$ cat src/rtl/compfree_pkg.sv
// Shared types and helpers for the comparison-free streaming sorter.
// Helpers operate on a fixed MAX_ELEMENTS-wide vector, so ELEMENT_NUM may not exceed 256.
package compfree_pkg;

    typedef enum logic [1:0] {
        IDLE  = 2'd0,
        RUN   = 2'd1,
        DRAIN = 2'd2
    } state_e;

    localparam int MAX_ELEMENTS = 256;
    localparam int MAX_IDX_W    = 8;

    function automatic logic [MAX_IDX_W-1:0] lowest_set_idx(input logic [MAX_ELEMENTS-1:0] vec);
        logic [MAX_IDX_W-1:0] idx;
        idx = '0;
        for (int i = MAX_ELEMENTS - 1; i >= 0; i--) begin
            if (vec[i[MAX_IDX_W-1:0]]) idx = i[MAX_IDX_W-1:0];
        end
        return idx;
    endfunction

    function automatic logic is_onehot(input logic [MAX_ELEMENTS-1:0] vec);
        return (vec != '0) && ((vec & (vec - MAX_ELEMENTS'(1))) == '0);
    endfunction

endpackage

$ cat src/rtl/compfree_column.sv
// One bit-column of the elimination chain: keep candidates holding a 0 in this column,
// unless that would eliminate every candidate.
module compfree_column
    import compfree_pkg::*;
#(
    parameter int ELEMENT_NUM = 32
) (
    input  logic [ELEMENT_NUM-1:0] data_bits,
    input  logic [ELEMENT_NUM-1:0] prev_evt,
    output logic [ELEMENT_NUM-1:0] nxt_evt
);

    logic [ELEMENT_NUM-1:0] zero_cand;

    assign zero_cand = prev_evt & ~data_bits;
    assign nxt_evt   = (zero_cand != '0) ? zero_cand : prev_evt;

endmodule

$ cat src/rtl/compfree_sort_stream.sv
// Streams the indices of one latched frame in sorted order, one per accepted beat.
// Build option: COMPFREE_SIGNED_EN treats keys as two's complement (MSB inverted before filtering).
//
// state | meaning
// IDLE  | waiting for start; frame load happens here
// RUN   | emitting winners while candidates remain
// DRAIN | final beat presented, waiting for its handshake
module compfree_sort_stream
    import compfree_pkg::*;
#(
    parameter int ELEMENT_NUM      = 32,
    parameter int DATA_WIDTH       = 8,
    parameter int LOG2_ELEMENT_NUM = $clog2(ELEMENT_NUM)
) (
    input  logic                              clk,
    input  logic                              rst_n,
    input  logic                              start,
    input  logic [ELEMENT_NUM*DATA_WIDTH-1:0] whole_um,
    input  logic [ELEMENT_NUM-1:0]            valid_mask,
    input  logic                              descend,
    output logic                              busy,
    output logic                              out_valid,
    input  logic                              out_ready,
    output logic [LOG2_ELEMENT_NUM-1:0]       out_idx,
    output logic                              out_last,
    output logic                              done
);

    logic [ELEMENT_NUM*DATA_WIDTH-1:0] data_q;
    logic [ELEMENT_NUM-1:0]            evt_q;
    logic                              desc_q;
    state_e                            state_q;

    logic [ELEMENT_NUM-1:0]      final_cand;
    logic [LOG2_ELEMENT_NUM-1:0] win_idx;
    logic                        last_pick;
    logic                        slot_free;

    // Column 0 is the MSB; each column narrows the candidate set handed down by the previous one.
    for (genvar c = 0; c < DATA_WIDTH; c++) begin : g_col
        localparam int BIT = DATA_WIDTH - 1 - c;
`ifdef COMPFREE_SIGNED_EN
        localparam logic FLIP = (c == 0);
`else
        localparam logic FLIP = 1'b0;
`endif
        logic [ELEMENT_NUM-1:0] col_bits;
        logic [ELEMENT_NUM-1:0] prev;
        logic [ELEMENT_NUM-1:0] nxt;

        always_comb begin
            col_bits = '0;
            for (int i = 0; i < ELEMENT_NUM; i++) begin
                col_bits[i] = data_q[i*DATA_WIDTH + BIT] ^ desc_q ^ FLIP;
            end
        end

        if (c == 0) begin : g_head
            assign prev = evt_q;
        end else begin : g_link
            assign prev = g_col[c-1].nxt;
        end

        compfree_column #(
            .ELEMENT_NUM (ELEMENT_NUM)
        ) u_col (
            .data_bits (col_bits),
            .prev_evt  (prev),
            .nxt_evt   (nxt)
        );
    end

    assign final_cand = g_col[DATA_WIDTH-1].nxt;
    assign win_idx    = LOG2_ELEMENT_NUM'(lowest_set_idx(MAX_ELEMENTS'(final_cand)));
    assign last_pick  = is_onehot(MAX_ELEMENTS'(evt_q));
    assign slot_free  = !out_valid || out_ready;
    assign busy       = (state_q != IDLE);

    always_ff @(posedge clk or negedge rst_n) begin
        if (!rst_n) begin
            state_q   <= IDLE;
            data_q    <= '0;
            evt_q     <= '0;
            desc_q    <= 1'b0;
            out_valid <= 1'b0;
            out_idx   <= '0;
            out_last  <= 1'b0;
            done      <= 1'b0;
        end else begin
            done <= 1'b0;
            case (state_q)
                IDLE: begin
                    if (start) begin
                        data_q  <= whole_um;
                        evt_q   <= valid_mask;
                        desc_q  <= descend;
                        state_q <= RUN;
                    end
                end
                RUN: begin
                    // An empty mask yields no beats: report completion straight away.
                    if (evt_q == '0) begin
                        done    <= 1'b1;
                        state_q <= IDLE;
                    end else if (slot_free) begin
                        out_idx   <= win_idx;
                        out_valid <= 1'b1;
                        out_last  <= last_pick;
                        evt_q     <= evt_q & ~(ELEMENT_NUM'(1) << win_idx);
                        if (last_pick) state_q <= DRAIN;
                    end
                end
                DRAIN: begin
                    if (out_ready) begin
                        out_valid <= 1'b0;
                        out_last  <= 1'b0;
                        done      <= 1'b1;
                        state_q   <= IDLE;
                    end
                end
                default: state_q <= IDLE;
            endcase
        end
    end

endmodule

$ cat config.mk
export PLATFORM = sky130hd
export DESIGN_NAME = compfree_sort_stream
export DESIGN_NICKNAME = d
export VERILOG_FILES = /design/src/rtl/compfree_pkg.sv /design/src/rtl/compfree_column.sv /design/src/rtl/compfree_sort_stream.sv
export SDC_FILE = /design/constraint.sdc
export NUM_CORES = 1
export LEC_CHECK = 0
export CORE_MARGIN = 8
export CORE_UTILIZATION = 59
export DETAILED_ROUTE_END_ITERATION = 10
export GPL_TIMING_DRIVEN = 1
export PLACE_DENSITY = 0.95
export SLEW_MARGIN = 20
export SYNTH_ARGS = -nofsm -noshare
export SYNTH_HDL_FRONTEND = slang
export SYNTH_HIERARCHICAL = 1
export SYNTH_SLANG_ARGS = --single-unit
$ cat constraint.sdc
create_clock -name clk -period 16.8 [get_ports clk]
set_input_delay 5.04 -clock clk [delete_from_list [all_inputs] [get_ports clk]]
set_output_delay 5.04 -clock clk [all_outputs]
set_load 0.01 [all_outputs]
==> flow_metrics.py <==
metrics = {
    "synth": {
        "syn_avg_cell_area_sq_um": 9.736,
        "syn-num-nets": 2139,
        "synthFlopType": "dfrtp_1",
        "ys_seq_elements": 299,
        "yosysSeqAreaShare_pct": 41.70,
        "synth_area_sq_um": 17940,
        "yosys-top-cells-count": "dfrtp_1, a21oi_1, inv_1",
        "synth_top_area_share_pct": 41.70,
        "yosysWarnings": 6,
        "synth_edf_count": 0,
        "yosysMostFrequentCell": "dfrtp_1",
        "synth_cell_types": 55,
        "ys_top_cells_by_area": "dfrtp_1, mux2_2, xor2_1, a21oi_1, inv_1",
        "synthCells": 1843,
        "synth_area_leader_cell": "dfrtp_1",
        "async_flop_share_pct": 100.0,
    },
    "floorplan": {
        "num_io_pins": 302,
        "core_sq_um": 30270,
        "die_area_sq_um": 36250,
        "dieHeight_um": 190.4,
        "rows": 64,
        "initial_core_util_pct": 59.28,
        "die_w_um": 190.4,
    },
    "route": {
        "drc_errors": 0,
        "drt-initial-drc-count": 1760,
        "vias": 16060,
        "avgViaCountPerCell": 6.058,
        "drt_wl_total_mm": 64.61,
        "wl_per_cell_um": 24.37,
        "ant_nets": 0,
        "drtPass1Iterations": 6,
    },
    "critical_path": {
        "crit_slowest_cell": "dfrtp_4",
        "crit_end": "evt_q[25]",
        "rr_startpoint": "desc_q",
        "crit_required_ns": 17.19,
        "crit_type": "register to register",
        "r2r_setup_slack_ns": 3.16,
        "cp_common_cell": "buf_4",
        "cp-start-kind": "register",
        "cp-startpoint": "desc_q",
        "crit_path_end_kind": "register",
        "r2r_cells": 59,
        "max_stage_delay_ns": 0.91,
        "critical_path.max_fanout": 49,
        "r2r_end": "evt_q[25]",
        "crit_arrival_ns": 14.03,
    },
    "sta": {
        "clock.fmax_mhz": 73.31,
        "clock_skew_ns": 0.02814,
        "tightestPinTransition_ns": 1.165,
        "drv_slew": 0,
        "finalHoldViolations": 0,
        "fin_crit_sh_pct": 81.20,
        "hold_slack_ns": 0.4849,
        "rsz0062_at_grt": "no",
        "slew_headroom_pct": 22.17,
        "setup_violations": 0,
        "period_needed_ns": 13.64,
        "setup_tns_ns": 0,
    },
    "grt": {
        "antenna_found_initial": 0,
        "grt-ovfl-total": 0,
        "grt_max_degree": 170,
        "grt_usage_pct": 35.14,
        "grt_pass1_vias": 16500,
        "grt_pass1_wl_mm": 99.22,
    },
    "clock_network": {
        "cts_buffers": 34,
        "cts-root-buf": "clkbuf_16",
        "ctsHoldBuffers": 0,
        "htreeDepth": 2,
        "cts_tree": "built",
        "clk_pin_slew_ns": 0.06,
        "clk_path_buf_depth": 3,
        "clock_latency_ns": 0.54,
        "cts_resized": 0,
        "postCtsSetupBuffers": 0,
        "clkSinkCount": 299,
    },
    "finish": {
        "drive_gt1_share_pct": 20.63,
        "final.fill_count": 2002,
        "area_growth_pct": 29.89,
        "seqCellArea_sq_um": 7486,
        "nets": 2527,
        "multi_input_area_sq_um": 9117,
    },
    "min_path": {
        "min_path_type": "register to register",
    },
    "placed_design": {
        "port_buffers": 301,
        "gp_congestion": 0.9987,
        "hpwl_mm": 48.99,
    },
    "run": {
        "drv_cap": 0,
    },
    "run_status": {
        "status": "completed",
    },
}
through the flow:
step | instance area, sq um | utilization, % | setup WS [ns] | instances
floorplan | 17940 | - | 6.841 | 1843
global placement | 22150 | 73.19 | 3.580 | 2590
detailed placement | 22150 | 73.19 | 3.549 | 2590
CTS | 23280 | 76.90 | 3.484 | 2649
global route | 23300 | 76.99 | 2.355 | 2650
finish | 23310 | 77.00 | 3.159 | 2651
state kept, by name, summed over array words and instances (netlist names):
signal / count
evt_q: 32
out_valid: 1
out_idx: 5
state_q: 2
out_last: 1
data_q: 256
desc_q: 1
done: 1
cells by family (layout without fill, tap and decap cells):
logic type               after synthesis  in the layout  share of synthesized area, %
other                                  0              1                             0
XOR/XNOR                             256            256                         12.50
AO/OA/AOI/OAI                        476            476                         14.87
adder cells (fa/ha/maj)                5              5                        0.3208
flip-flops                           299            299                         41.70
buffers and inverters                354            765                         7.573
multiplexers                         290            290                         18.00
AND/OR/NAND/NOR                      163            163                         5.041
layout by cell type (no fill, tap or decap), types with 3 or more instances in the layout:
cell	Yosys	routed
clkbuf_8	0	6
clkbuf_16	0	35
nand4_1	10	10
nor4b_1	4	4
mux2i_1	29	29
o22ai_1	130	130
nor2b_1	4	4
a211oi_1	3	3
clkbuf_1	33	6
dfrtp_1	299	298
and4_1	3	3
mux2_2	261	261
clkinv_2	0	5
a21oi_1	297	297
or2_2	4	4
o21ai_0	13	13
o31ai_1	4	4
clkdlybuf4s50_1	0	300
nor4_1	44	44
a2111oi_0	3	3
nand3_1	8	8
or4_1	4	4
a31oi_1	3	3
nand2_1	23	22
inv_1	269	269
buf_4	0	134
nor3_1	7	7
xor2_1	256	256
nor2_1	38	37
ha_1	3	3
critical path, delay by kind of cell, from the launching register on:
family	cells	cell delay (ns)
compound gates	20	3.03
xor+xnor	1	0.36
buf+inv	18	3.48
flops	1	0.91
simple gates	20	5.61
how the worst min path moves through the flow:
stage	start	slack [ns]	to	depth (start not counted)
after CTS	out_idx[0]	0.49	out_idx[0]	2
after global routing	out_idx[1]	0.51	out_idx[1]	1
final	out_idx[0]	0.48	out_idx[0]	2
after floorplan	state_q[1]	0.49	state_q[1]	1
after global placement	out_idx[0]	0.47	out_idx[0]	2
after detailed placement	out_idx[0]	0.48	out_idx[0]	2
routing by layer:
layer / track usage (%) / wire [um]
met3: 6.803 / 5356
met5: 0 / 0
met1: 46.35 / 26570
met4: 14.29 / 2768
met2: 56.31 / 29920
layout make-up:
type | count | area share (%)
antenna | 1 | 0.01074
clock buffer | 47 | 4.209
clock inverter | 12 | 0.6120
inverter | 269 | 4.332
multi-input combinational | 1190 | 39.12
sequential | 299 | 32.12
tap | 396 | 2.126
timing repair buffer | 437 | 17.47
Power is left out: the tool's default activity adds up to more than one toggle a clock period on the data nets, which glitch-free logic cannot reach.
==> edit, RTL diff (same flow settings) <==
Reset style: synchronous (`rst_n`), changed in one clocked block.
--- a/src/rtl/compfree_sort_stream.sv
+++ b/src/rtl/compfree_sort_stream.sv
@@ -76,7 +76,7 @@
     assign slot_free  = !out_valid || out_ready;
     assign busy       = (state_q != IDLE);
 
-    always_ff @(posedge clk or negedge rst_n) begin
+    always_ff @(posedge clk) begin
         if (!rst_n) begin
             state_q   <= IDLE;
             data_q    <= '0;
Formal check against the unedited RTL: not equivalent (a bounded check fails within 4 cycles, from zero or initial values and one cycle with rst_n low; the reset may be asserted at any time).
==> edit against the original RTL <==
Cell count increased by 17%; global-route usage up 3.3 points; synthesized cell count up 35%; area after synthesis fell by 2.8%; non-clock buffer count is 104 lower; count of clock-buffer cells in the layout down 7; routed wire length rose by 11%; sequential cell count did not move; worst setup slack lost 2.2 ns; hold slack got worse by 0.019 ns; clock skew down 0.012 ns; highest routed layer unchanged; cell area shrank 7.2%.
==> edit: results (changes against the original RTL) <==
last weighted congestion value of the routability-driven placer - 1.10 (+10%)
TritonCTS Buffers - 29 (-15%)
transition time at the pin with the least slew margin - 1.05 ns (-0.117 ns)
outcome - finished, final reports clean
skew final - 0.0166 ns (-0.0116 ns)
Diodes inserted - 0 (-1)
register area share after synthesis - 34.3% (-7.4 points)
source-to-sink clock delay at the later pin of the worst-skew pair - 0.56 ns (+0.02 ns)
1st-iter DRT viols - 2313 (+31%)
H-tree levels - 1 (-1)
data arrival at the endpoint of the critical path - 16.34 ns (+2.31 ns)
top flip-flop cell by instance count after synthesis - dfxtp_1
proportion of register bits with asynchronous set or reset after synthesis - 0% (-100 points)
synth cell count leaders - nand2_1 (551), a21oi_1 (505), dfxtp_1 (299), inv_1 (272), xor2_1 (256)
maximum number of pins on one net before global-route repair - 115 (-32%)
wire length of the first global-routing pass - 107000 microns (+7.9%)
Yosys cell types - 70 (+27%)
via count - 19199 (+20%)
cell with the biggest individual delay on the critical path - o41ai_1
Mapped Nets - 2782 (+30%)
Total Wirelength - 71700 microns (+11%)
critical path fanouts, max - 50 (+2.0%)
FF-to-FF setup slack - 0.92 ns (-2.24 ns)
share of cells above drive strength 1 - 3.75% (-17 points)
Area contributors post-synth - dfxtp_1 (34%), a21oi_1 (14%), xor2_1 (13%), nand2_1 (12%), inv_1 (5.9%)
==> edit: critical path: cells and delay by family, from the launching register on <==
family | cells | cell delay, ns
AND/OR/NAND/NOR | 18 | 6.68
AO/OA/AOI/OAI | 21 | 4.64
buffers and inverters | 16 | 3.39
flip-flops | 1 | 0.65
XOR/XNOR | 1 | 0.31
==> edit: timing repair <==
item | 4_1_cts | 5_1_grt
endpoints found under the hold margin | 0 | 0
setup endpoints to repair | 0 | 31
resized for setup | 0 | 0
setup buffers | 0 | 4
==> edit: cell families (layout without fill, tap and decap cells) <==
kind of cell / count (synthesis) / after routing / synth area share (%)
AO/OA/AOI/OAI: 766 / 766 / 25.0
AND/OR/NAND/NOR: 730 / 732 / 17.8
buffers and inverters: 427 / 657 / 9.55
flip-flops: 299 / 299 / 34.3
XOR/XNOR: 256 / 256 / 12.8
adder cells (fa/ha/maj): 6 / 6 / 0.387
multiplexers: 2 / 2 / 0.115
==> edit: area by class of cell <==
class                      instances  area, sq um
inverter                         272         1030
clock buffer                      40          837
sequential                       299         5990
tap                              390          488
clock inverter                    12          191
multi-input combinational       1762         9820
timing repair buffer             333         3280
fill                            2127         7770
==> edit: path summary, 6_finish.rpt <==
kind                 endpoint        start  cells past startpoint
setup reg to reg     evt_q[4]       desc_q                     56
hold / removal    data_q[178]  data_q[178]                      2
hold reg to reg   data_q[178]  data_q[178]                      2
setup / recovery     evt_q[4]       desc_q                     56
==> edit: layer usage <==
layer	global-route usage [%]	vias to the layer above	part of all wire [%]
li1	-	8754	-
met1	47.5	8996	38
met2	64.2	1224	47
met3	5.33	225	8.8
met4	20.8	0	6.4
met5	0	-	0
==> edit: report_power, final <==
part	leakage [nW]	internal [W]	switching, W
sequential	2.45	0.000837	0.000140
clock	0.507	0.000423	0.000285
combinational	6.24	0.000657	0.00147
==> edit: per-stage QoR <==
stage                     std cells  instance area [sq um]  hold slack, ns  setup slack [ns]
final                          3108                  21600           0.466             0.917
after global routing           3108                  21600           0.487             0.382
after CTS                      3101                  21600           0.468              1.15
after detailed placement       3049                  20500           0.447              1.18
after floorplan                2486                  17400           0.448              7.11
after global placement         3049                  20500           0.444              1.16
